File: config.mk
export PLATFORM = sky130hd
export DESIGN_NAME = array_port_master
export DESIGN_NICKNAME = d
export VERILOG_FILES = /design/src/rtl/array_port_pkg.sv /design/src/rtl/array_port_rdpipe.sv /design/src/rtl/array_port_master.sv
export SDC_FILE = /design/constraint.sdc
export NUM_CORES = 1
export LEC_CHECK = 0
export BUFFER_PORTS_ARGS = -buffer_cell sky130_fd_sc_hd__clkbuf_2
export CORE_AREA = 10 10 156 158
export DETAILED_ROUTE_END_ITERATION = 6
export DIE_AREA = 0 0 166 168
export SYNTH_ARGS = -nofsm -noshare
export SYNTH_HDL_FRONTEND = slang
export SYNTH_HIERARCHICAL = 1
export SYNTH_SLANG_ARGS = --single-unit
export TNS_END_PERCENT = 1
File: constraint.sdc
create_clock -name clk0 -period 1.22 [get_ports clk0]
set_input_delay 0.122 -clock clk0 [delete_from_list [all_inputs] [get_ports clk0]]
set_output_delay 0.122 -clock clk0 [all_outputs]
set_load 0.02 [all_outputs]
File: src/rtl/array_port_pkg.sv
// Shared types and constants for the array port master: FSM encoding,
// read latency, parameter defaults and the in-flight read tag.
package array_port_pkg;

  localparam int ADDRBIT_DEF = 6;
  localparam int DEPTH_DEF   = 48;
  localparam int WIDTH_DEF   = 80;
  localparam int RD_LAT      = 2;

  typedef enum logic [2:0] {
    IDLE   = 3'd0,
    RMW_RD = 3'd1,
    RMW_W1 = 3'd2,
    RMW_W2 = 3'd3,
    RMW_WR = 3'd4
  } state_t;

  typedef struct packed {
    logic vld;
    logic err;
    logic rmw;
  } rd_tag_t;

endpackage

File: src/rtl/array_port_rdpipe.sv
// In-flight read tag pipeline; a tag pops out RD_LAT cycles after push,
// lined up with the RAM's registered output.
module array_port_rdpipe
  import array_port_pkg::*;
(
  input  logic    clk0,
  input  logic    p0rst_,
  input  rd_tag_t push,
  output rd_tag_t pop,
  output logic    pend
);

  rd_tag_t tag_pipe [RD_LAT:1];

  always_ff @(posedge clk0 or negedge p0rst_) begin
    if (!p0rst_) begin
      for (int i = 1; i <= RD_LAT; i++) tag_pipe[i] <= '0;
    end else begin
      tag_pipe[1] <= push;
      for (int i = 2; i <= RD_LAT; i++) tag_pipe[i] <= tag_pipe[i-1];
    end
  end

  assign pop = tag_pipe[RD_LAT];

  always_comb begin
    pend = 1'b0;
    for (int i = 1; i <= RD_LAT; i++) pend = pend | tag_pipe[i].vld;
  end

endmodule

File: src/rtl/array_port_master.sv
// Host request port onto a sync RAM with 2-cycle registered read data.
// Define ARRAY_PORT_MASTER_RMW_EN to do partial-mask writes as read-modify-write.
module array_port_master
  import array_port_pkg::*;
#(
  parameter int ADDRBIT = ADDRBIT_DEF,
  parameter int DEPTH   = DEPTH_DEF,
  parameter int WIDTH   = WIDTH_DEF
)(
  input  logic               clk0,
  input  logic               p0rst_,
  input  logic               req_vld,
  output logic               req_rdy,
  input  logic               req_wr,
  input  logic [ADDRBIT-1:0] req_addr,
  input  logic [WIDTH-1:0]   req_data,
  input  logic [WIDTH-1:0]   req_mask,
  output logic               rsp_vld,
  output logic [WIDTH-1:0]   rsp_data,
  output logic               rsp_err,
  output logic [ADDRBIT-1:0] ram_a,
  output logic               ram_we,
  output logic               ram_re,
  output logic [WIDTH-1:0]   ram_di,
  input  logic [WIDTH-1:0]   ram_do,
  output logic               busy
);

  state_t             state;
  logic               acc, in_rng, host_rd, host_wr, full_wr, rmw_rd, rmw_wr, rd_pend;
  logic [ADDRBIT-1:0] rmw_addr, a_q;
  logic [WIDTH-1:0]   rmw_di, di_q;
  rd_tag_t            push, pop;

  assign req_rdy = p0rst_ & (state == IDLE);
  assign acc     = req_vld & req_rdy;
  assign in_rng  = 32'(req_addr) < 32'(DEPTH);
  assign host_rd = acc & ~req_wr;
  assign host_wr = acc & req_wr & in_rng;

`ifdef ARRAY_PORT_MASTER_RMW_EN
  logic [WIDTH-1:0] rmw_data, rmw_mask, rmw_old;
  logic             rmw_go;

  assign full_wr = host_wr & (&req_mask);
  assign rmw_go  = host_wr & ~(&req_mask);
  assign rmw_rd  = (state == RMW_RD);
  assign rmw_wr  = (state == RMW_WR);
  assign rmw_di  = (rmw_old & ~rmw_mask) | (rmw_data & rmw_mask);

  // Old word is captured in RMW_W2, the cycle its read tag pops out.
  always_ff @(posedge clk0 or negedge p0rst_) begin
    if (!p0rst_) begin
      state    <= IDLE;
      rmw_addr <= '0;
      rmw_data <= '0;
      rmw_mask <= '0;
      rmw_old  <= '0;
    end else begin
      case (state)
        IDLE: if (rmw_go) begin
          state    <= RMW_RD;
          rmw_addr <= req_addr;
          rmw_data <= req_data;
          rmw_mask <= req_mask;
        end
        RMW_RD:  state <= RMW_W1;
        RMW_W1:  state <= RMW_W2;
        RMW_W2: begin
          state   <= RMW_WR;
          rmw_old <= ram_do;
        end
        RMW_WR:  state <= IDLE;
        default: state <= IDLE;
      endcase
    end
  end
`else
  logic mask_unused;

  assign mask_unused = ^req_mask;
  assign state       = IDLE;
  assign full_wr     = host_wr;
  assign rmw_rd      = 1'b0;
  assign rmw_wr      = 1'b0;
  assign rmw_addr    = '0;
  assign rmw_di      = '0;
`endif

  assign ram_re = (host_rd & in_rng) | rmw_rd;
  assign ram_we = full_wr | rmw_wr;

  // Address/data hold their last driven value between accesses.
  always_comb begin
    ram_a  = a_q;
    ram_di = di_q;
    if ((host_rd & in_rng) | full_wr) ram_a = req_addr;
    else if (rmw_rd | rmw_wr)         ram_a = rmw_addr;
    if (full_wr)     ram_di = req_data;
    else if (rmw_wr) ram_di = rmw_di;
  end

  always_ff @(posedge clk0 or negedge p0rst_) begin
    if (!p0rst_) begin
      a_q  <= '0;
      di_q <= '0;
    end else begin
      a_q  <= ram_a;
      di_q <= ram_di;
    end
  end

  always_comb begin
    push     = '0;
    push.vld = host_rd | rmw_rd;
    push.err = host_rd & ~in_rng;
    push.rmw = rmw_rd;
  end

  array_port_rdpipe u_rdpipe (
    .clk0   (clk0),
    .p0rst_ (p0rst_),
    .push   (push),
    .pop    (pop),
    .pend   (rd_pend)
  );

  // RMW reads retire silently; out-of-range reads return zero with err.
  assign rsp_vld  = pop.vld & ~pop.rmw;
  assign rsp_err  = rsp_vld & pop.err;
  assign rsp_data = (rsp_vld & ~pop.err) ? ram_do : '0;
  assign busy     = rd_pend | (state != IDLE);

endmodule
==> results by group, run 1 <==
Cells and area
  • FILL cells: 2130
  • Ant. Diodes: 0
  • Share of layout cells above drive strength 1: 0.8318
  • Layout Nets: 899
  • Area grow syn2layout: 70.63%

CTS
  • Clock transition at path regs: 70 ps
  • Clock latency on the worst-skew pair: 340 ps
  • CTS tree: yes
  • Post-CTS Setup Bufs: 0
  • Clk sinks: 92
  • Hold_buf cts: 2
  • CTS Buffer Depth: 2
  • H-Tree Depth: 3
  • TritonCTS Buffers: 9
  • Root Driver: clkbuf_16

Drt
  • DRC: 0
  • Initial drt markers: 93
  • Drt pass-1 iters: 4
  • Vias per cell: 3.864
  • Post-DRT Antenna Nets: 0
  • Post-DR wirelength/cell: 18.75 um
  • DRT Wirelength: 17.51 mm
  • DR vias: 3609

Floorplanning
  • Starting Density: 0.2013
  • Io pins: 422
  • Die Width: 166 um
  • Die height: 168 um
  • Die area: 0.02789 mm^2
  • FP Rows: 54
  • Core area: 0.02142 mm^2

Synth
  • Synthesized area per cell: 14.67 um^2
  • Commonest register cell after synthesis: dfrtp_1
  • Adder-cell share of the synthesized area: 0
  • Synth area leader: dfrtp_1
  • Synth async-reset ratio: 1.000
  • Most area-consuming cells after synthesis: dfrtp_1, mux2_4, and2_1, buf_6, mux2_2
  • Synth warn: 6
  • EDFF count, synth: 0
  • Compound-cell area share of the yosys netlist: 0.004063
  • Register area share after synthesis: 0.5340
  • Syn Nets: 544
  • Simple-gate share of the synthesized area: 0.1361
  • Post-synth top area share: 0.5340
  • Largest family of logic cells by synthesized area: multiplexers
  • Synth unique cells: 20
  • Post-synthesis mux area share: 0.2882
  • Top-count cell post-synth: dfrtp_1
  • Synthesized area: 0.004312 mm^2
  • Seq cells post-synth: 92
  • XOR/XNOR Fraction of Synth Area: 0
  • Top cells by count, synth: dfrtp_1, and2_1, mux2_4
  • Post-Syn Instances: 294

Timing
  • Fin. Hold Viols: 43
  • Final WS setup: -501.2 ps
  • Maximum clock rate: 581.0 MHz
  • Final setup vio count: 164
  • Fin crit share: 1.411
  • Worst slew pin tran: 607.7 ps
  • Setup TNS: -46950 ps
  • RSZ-0062 raised after global routing: true
  • Hold WS: -117.3 ps
  • Final Max Slew Viols: 0
  • Final Critical Period: 1721 ps
  • Clk_skew: 7.990 ps
  • Max transition margin: 0.5935

GRT
  • Vias in the first global route: 4164
  • Initial antenna violation count: 0
  • Total gr overflow: 0
  • Overall Global Routing Usage: 0.1204
  • Pin count of the biggest net entering global routing: 70
  • First-pass GRT wire length: 26.11 mm

Run
  • Max Cap Viol: 0

Pwr
  • VDD IR max: 0.8836 mV
  • Leakage power: 4.078 nW
  • Power Dens Cells: 1384 mW/mm^2
  • Total power: 10.18 mW

Worst hold path
  • Hold crit path type: in2async

Outcome
  • Status: finished, violations left
  • Violated checks: hold timing, setup timing

Setup path
  • Critical Path RT: 1100 ps
  • Critical Path AT: 1600 ps
  • CP startpoint kind: register
  • Crit path kind: reg2out
  • Setup crit end kind: output port
  • Crit path max fanout: 69

Place
  • Worst slack at placement: -185.7 ps
  • DP Wirelength: 14.68 mm
  • Final RePlAce weighted congestion: 0.7881
  • PortBufs: 341
-- layout by cell type (no fill, tap or decap) --
cell           count
conb_1             1
nand4_4            1
dfrtp_1           92
buf_12             4
clkbuf_1           5
buf_6             33
buf_2             20
clkbuf_4          62
nand3_2            1
buf_8              1
clkbuf_2         212
clkbuf_16          9
nor3_1             1
dlygate4sd3_1      2
and2_1             2
nand2_4            2
o22a_1             2
inv_1              1
buf_4             19
and2_4            10
bufinv_16          1
or2_1              1
nor2_1             3
and2_2            70
clkbuf_8          12
clkinv_2           1
mux2_4            81
nor2b_4            2
mux2_2             3
-- state kept, by name, indices dropped and copies added, names as in the netlist --
name	flops
di_q	80
a_q	6
u_rdpipe/pop	3
u_rdpipe/tag_pipe	3
-- logic make-up (layout without fill, tap and decap cells) --
| family | Yosys count | count (layout) |
|---|---|---|
| simple gates | 93 | 93 |
| other cells | 1 | 1 |
| flops | 92 | 92 |
| buf+inv | 22 | 382 |
| compound gates | 2 | 2 |
| mux | 84 | 84 |
-- timing repair --
| action | CTS | global route |
|---|---|---|
| resized for setup | 91 | 123 |
| endpoints found under the hold margin | 65 | 43 |
| endpoints found under the setup margin | 170 | 171 |
| pin swaps | 10 | 2 |
-- path summary, 6_finish.rpt --
| path | slack [ps] | cells past startpoint | start | end |
|---|---|---|---|---|
| setup / recovery | -500 | 5 | u_rdpipe/pop[0] | rsp_data[10] |
| hold / removal | -120 | 2 | p0rst_ | a_q[3] |
| setup reg to reg | 370 | 2 | di_q[9] | di_q[9] |
| hold reg to reg | 350 | 0 | u_rdpipe/tag_pipe[0] | u_rdpipe/pop[0] |
| max in group asynchronous | 310 | 3 | p0rst_ | di_q[77] |
| min in group clk0 | 20 | 2 | req_data[14] | di_q[14] |
-- final cells by class --
class,count,area (um^2),share of cell area
repair buffers,365,2421,0.3291
inverters,1,3.754,0.0005102
flip-flops and latches,92,2302,0.3129
well taps,280,350.3,0.04762
clock buffers,14,244.0,0.03316
clock inverters,2,35.03,0.004762
multi-input cells,180,2001,0.2719
-- routing by layer --
layer / GRT usage / vias up / wire length, um
met5: 0 / - / 0
met4: 0.03005 / 0 / 248
met3: 0.05704 / 14 / 1792
met2: 0.2105 / 227 / 8679
met1: 0.1283 / 1702 / 6787
li1: - / 1666 / -
-- through the flow --
| step | std cells | area, um^2 | utilization | hold WS [ps] |
|---|---|---|---|---|
| after floorplan | 294 | 4442 | - | -173.6 |
| after global placement | 916 | 6556 | 0.3061 | 171.4 |
| after detailed placement | 916 | 6556 | 0.3061 | 165.0 |
| after CTS | 934 | 7134 | 0.3331 | -36.82 |
| after global routing | 934 | 7357 | 0.3435 | -86.86 |
| final | 934 | 7357 | 0.3435 | -117.3 |
-- power breakdown --
part,switching (mW),internal (mW)
Clock,1.13,1.59
Sequential,0.188,3.66
Combinational,1.80,1.82
Total,3.12,7.07
-- worst max-delay path, stage by stage, from the launching register on --
cell      delay, ps
dfrtp_1         390
nor2b_4         120
nor2b_4         170
buf_12          230
and2_2          180
clkbuf_4        160
Note: power is estimated with default switching activity, not from simulation.
==> run 2, diff against run 1 <==
Settings changed: SKIP_LAST_GASP set to 1.
==> results by group, run 2 (same netlist as run 1, synthesis figures left out) <==
Setup path
  • Crit path kind: reg2out
  • CP peak stage delay: 390 ps
  • Setup crit end kind: output port
  • Worst R2R Setup Slack: 370 ps
  • Delay-heaviest family, CP: simple AND/OR/NAND/NOR gates
  • Critical Path RT: 1100 ps
  • Crit path launch: u_rdpipe/pop[0]
  • Slowest cell on crit path: dfrtp_1
  • Reg2Reg Depth: 2
  • Ordered list of cells on the worst path: nor2b_4, nor2b_4, buf_12, and2_2, clkbuf_2
  • Stages on worst setup path: 5
  • Worst Path Buf+Inv: 2
  • CP startpoint kind: register
  • Beginning of the worst register-to-register path: di_q[9]
  • Most used cell, CP: nor2b_4
  • Crit path max fanout: 69
  • Critical Path AT: 1610 ps

Place
  • PortBufs: 341
  • DP Wirelength: 14.68 mm
  • Final RePlAce weighted congestion: 0.7881
  • Inst Count DP: 916
  • Worst slack at placement: -185.7 ps

Pwr
  • VDD IR max: 0.8848 mV
  • Leakage power: 3.953 nW
  • Clk pwr share: 0.277
  • Combinational Power Share: 0.332
  • Power Internal: 6.761 mW
  • Switching share of power: 0.3120
  • NetSw: 3.066 mW
  • Sequential share of power: 0.391
  • Power Dens Cells: 1434 mW/mm^2

Timing
  • Fin crit share: 1.416
  • Worst slew pin tran: 602.8 ps
  • Final Critical Period: 1728 ps
  • Max transition margin: 0.5968
  • Final Max Slew Viols: 0
  • Maximum clock rate: 578.8 MHz
  • Fin. Hold Viols: 43
  • Hold WS: -43.13 ps
  • Clk_skew: 6.866 ps
  • Final setup vio count: 168
  • Final WS setup: -507.8 ps
  • RSZ-0062 raised after global routing: true

GRT
  • First-pass GRT wire length: 25.79 mm
  • Total gr overflow: 0
  • Overall Global Routing Usage: 0.1191
  • Initial antenna violation count: 0
  • Vias in the first global route: 4119
  • Pin count of the biggest net entering global routing: 70

CTS
  • Root Driver: clkbuf_16
  • Clk sinks: 92
  • TritonCTS Buffers: 9
  • CTS Buffer Depth: 2
  • CTS tree: yes
  • Post-CTS Setup Bufs: 0
  • Clock latency on the worst-skew pair: 340 ps
  • Clock transition at path regs: 70 ps
  • H-Tree Depth: 3

Cells and area
  • Ant. Diodes: 0
  • Share of layout cells above drive strength 1: 0.8287
  • Most common cell after layout, fill and taps aside: clkbuf_2
  • Area grow syn2layout: 59.00%
  • Multi-input gate area: 0.001976 mm^2
  • Largest register FFs: 80
  • Largest Register: di_q
  • FILL cells: 2212
  • Util after Layout: 0.3201
  • Sequential cell area: 0.002302 mm^2
  • Final std cells w/o fill: 934
  • Layout Nets: 899
  • Leading registers by flop count: di_q (80), a_q (6)
  • Commonest cells after routing, fill and taps aside: clkbuf_2, dfrtp_1, mux2_4

Floorplanning
  • Io pins: 422
  • Die area: 0.02789 mm^2
  • Die Width: 166 um
  • FP Rows: 54
  • Starting Density: 0.2013
  • Core area: 0.02142 mm^2
  • Die height: 168 um

Outcome
  • Status: finished, violations left
  • Violated checks: hold timing, setup timing

Drt
  • Post-DR wirelength/cell: 18.40 um
  • Drt pass-1 iters: 4
  • Vias per cell: 3.831
  • DRT Wirelength: 17.19 mm
  • Initial drt markers: 104
  • Post-DRT Antenna Nets: 0
  • DRC: 0
  • DR vias: 3578

Worst hold path
  • Hold crit path type: in2async

Run
  • Max Cap Viol: 0
run 2: cell types whose count changed in the layout (fill, tap and decap cells not counted), sizes merged:
cell | previous run | this run
buf | 77 | 23
clkbuf | 300 | 354
run 2: cell type report:
type,instances,area share
multi-input cells,180,0.2882
repair buffers,365,0.2836
inverters,1,0.0005475
clock inverters,2,0.005110
well taps,280,0.05110
flip-flops and latches,92,0.3358
clock buffers,14,0.03559
run 2: power by group through the flow:
stage	clock [mW]	combinational, mW	sequential (mW)
floorplan	0	2.11	3.82
global placement	0	3.28	3.88
detailed placement	0	3.32	3.89
CTS	2.84	3.33	3.85
global route	2.94	3.49	3.92
finish	2.73	3.26	3.84
run 2: final timing paths:
| kind | to |
|---|---|
| min in group clk0 | di_q[18] |
| worst min register to register | u_rdpipe/pop[0] |
| worst min-delay path | a_q[3] |
| worst max register to register | di_q[9] |
| worst max-delay path | rsp_data[73] |
| max in group asynchronous | di_q[77] |
run 2: routing by layer:
layer,vias to the layer above,GRT usage,routed length [um]
li1,1669,-,-
met4,0,0.02427,121
met2,222,0.2105,8642
met1,1680,0.1261,6584
met3,7,0.05797,1838
met5,-,0,0
run 2: per-stage QoR:
step	power [mW]	setup TNS, ps	cell area [um^2]
2_1_floorplan	5.933	-15690	4442
3_3_place_gp	7.167	-23110	6556
3_5_place_dp	7.203	-26340	6556
4_1_cts	10.02	-56300	6855
5_1_grt	10.35	-65730	6855
6_report	9.828	-51470	6855
run 2: repair_timing:
action,4_1_cts,5_1_grt
endpoints found under the hold margin,65,0
gates resized for setup,0,0
hold buffers,2,0
endpoints found under the setup margin,170,171
run 2: worst reg2reg max path, stage by stage (launching register included):
cell and delay [ps]:
dfrtp_1 360, mux2_4 260, buf_4 130
==> run 3, diff against run 2 <==
Settings changed: REMOVE_ABC_BUFFERS set to 1.
==> results by group, run 3 (same netlist as run 1, synthesis figures left out) <==
CTS
  • CTS tree: yes
  • Clock latency on the worst-skew pair: 340 ps
  • H-Tree Depth: 3
  • Post-CTS Setup Bufs: 0
  • Root Driver: clkbuf_16
  • Clock transition at path regs: 60 ps
  • TritonCTS Buffers: 9
  • Clk sinks: 92
  • CTS Buffer Depth: 2

Cells and area
  • Leading registers by flop count: di_q (80), a_q (6)
  • FILL cells: 2210
  • Final std cells w/o fill: 944
  • Area grow syn2layout: 59.66%
  • Largest Register: di_q
  • Share of layout cells above drive strength 1: 0.7119
  • Commonest cells after routing, fill and taps aside: clkbuf_2, dfrtp_1, and2_1
  • Largest register FFs: 80
  • Most common cell after layout, fill and taps aside: clkbuf_2
  • Layout Nets: 908
  • Util after Layout: 0.3214

Pwr
  • Total power: 9.834 mW
  • Leakage power: 3.956 nW
  • VDD IR max: 0.8688 mV
  • Power Dens Cells: 1429 mW/mm^2

Place
  • Worst slack at placement: -237.3 ps
  • PortBufs: 341
  • Inst Count DP: 922
  • DP Wirelength: 14.74 mm
  • Final RePlAce weighted congestion: 0.8073

Timing
  • Final setup vio count: 167
  • RSZ-0062 raised after global routing: true
  • Setup TNS: -52170 ps
  • Fin crit share: 1.416
  • Clk_skew: 4.065 ps
  • Maximum clock rate: 578.8 MHz
  • Hold WS: -63.63 ps
  • Final Max Slew Viols: 0
  • Final Critical Period: 1728 ps
  • Final WS setup: -507.7 ps
  • Fin. Hold Viols: 49

Drt
  • DRT Wirelength: 17.78 mm
  • Post-DRT Antenna Nets: 0
  • Drt pass-1 iters: 4
  • Post-DR wirelength/cell: 18.83 um
  • DRC: 0
  • DR vias: 3645
  • Vias per cell: 3.861
  • Initial drt markers: 160

Setup path
  • Slowest cell on crit path: dfrtp_1
  • Worst R2R Setup Slack: 350 ps
  • CP peak stage delay: 340 ps
  • Critical Path RT: 1100 ps
  • Ordered list of cells on the worst path: nor2b_2, nor2b_4, buf_12, and2_1, clkbuf_2
  • Crit path max fanout: 53
  • Critical Path AT: 1610 ps
  • Setup crit end kind: output port
  • Crit path kind: reg2out
  • CP startpoint kind: register

GRT
  • Initial antenna violation count: 2
  • First-pass GRT wire length: 26.41 mm
  • Overall Global Routing Usage: 0.1225
  • Pin count of the biggest net entering global routing: 78
  • Vias in the first global route: 4026
  • Total gr overflow: 0

Floorplanning
  • Die height: 168 um
  • FP Rows: 54
  • Starting Density: 0.2013
  • Die Width: 166 um
  • Die area: 0.02789 mm^2
  • Io pins: 422
  • Core area: 0.02142 mm^2

Outcome
  • Status: finished, violations left
  • Violated checks: hold timing, setup timing

Run
  • Max Cap Viol: 0

Worst hold path
  • Hold crit path type: in2async
## run 3: cell count changes in the layout (fill, tap and decap cells not counted), moves of 2 or more
cell           change
clkbuf_8           +2
clkbuf_4           +2
and2_1            +80
clkinv_2           +2
dlygate4sd3_1      +3
buf_12             +5
clkbuf_1           -4
and2_4            -10
and2_2            -70
clkbuf_2           -2
## run 3: worst max-delay path: cells and delay by family (launching register included)
kind,cells,cell delay (ps)
simple gates,3,520
buf+inv,2,380
flops,1,340
## run 3: repair_timing
action	4_1_cts	5_1_grt
resized for setup	2	0
hold buffers	2	3
endpoints found under the hold margin	21	5
setup endpoints to repair	168	169
## run 3: per-stage QoR
step	hold slack, ps	area (um^2)
final	-63.63	6884
after global routing	-32.25	6882
after CTS	-7.003	6852
after detailed placement	305.9	6546
after global placement	304.0	6546
after floorplan	-173.6	4156
## run 3: routing by layer
layer	up-vias	GRT usage	routed length (um)
li1	1691	-	-
met4	0	0.03274	220
met5	-	0	0
met3	11	0.05891	1962
met2	221	0.2063	8688
met1	1722	0.1357	6904
## run 3: where the power goes
group | switching [mW] | internal [mW]
sequential | 0.186 | 3.65
combinational | 1.75 | 1.54
clock | 1.21 | 1.49
## run 3: path summary, 6_finish.rpt
check                                startpoint         endpoint  cells past startpoint
max                             u_rdpipe/pop[2]     rsp_data[45]                      5
min                                      p0rst_         di_q[74]                      3
max reg2reg                            di_q[30]         di_q[30]                      2
min reg2reg                u_rdpipe/tag_pipe[1]  u_rdpipe/pop[1]                      0
max in group asynchronous                p0rst_         di_q[37]                      4
min in group clk0                  req_data[65]         di_q[65]                      2
## run 3: area by class of cell
class / instances / area [um^2] / area share
tap: 280 / 350.3 / 0.05089
multi-input combinational: 180 / 1858 / 0.2699
antenna: 1 / 2.502 / 0.0003635
timing repair buffer: 374 / 2087 / 0.3032
inverter: 1 / 3.754 / 0.0005453
clock inverter: 4 / 23.77 / 0.003453
clock buffer: 12 / 256.5 / 0.03726
sequential: 92 / 2302 / 0.3344
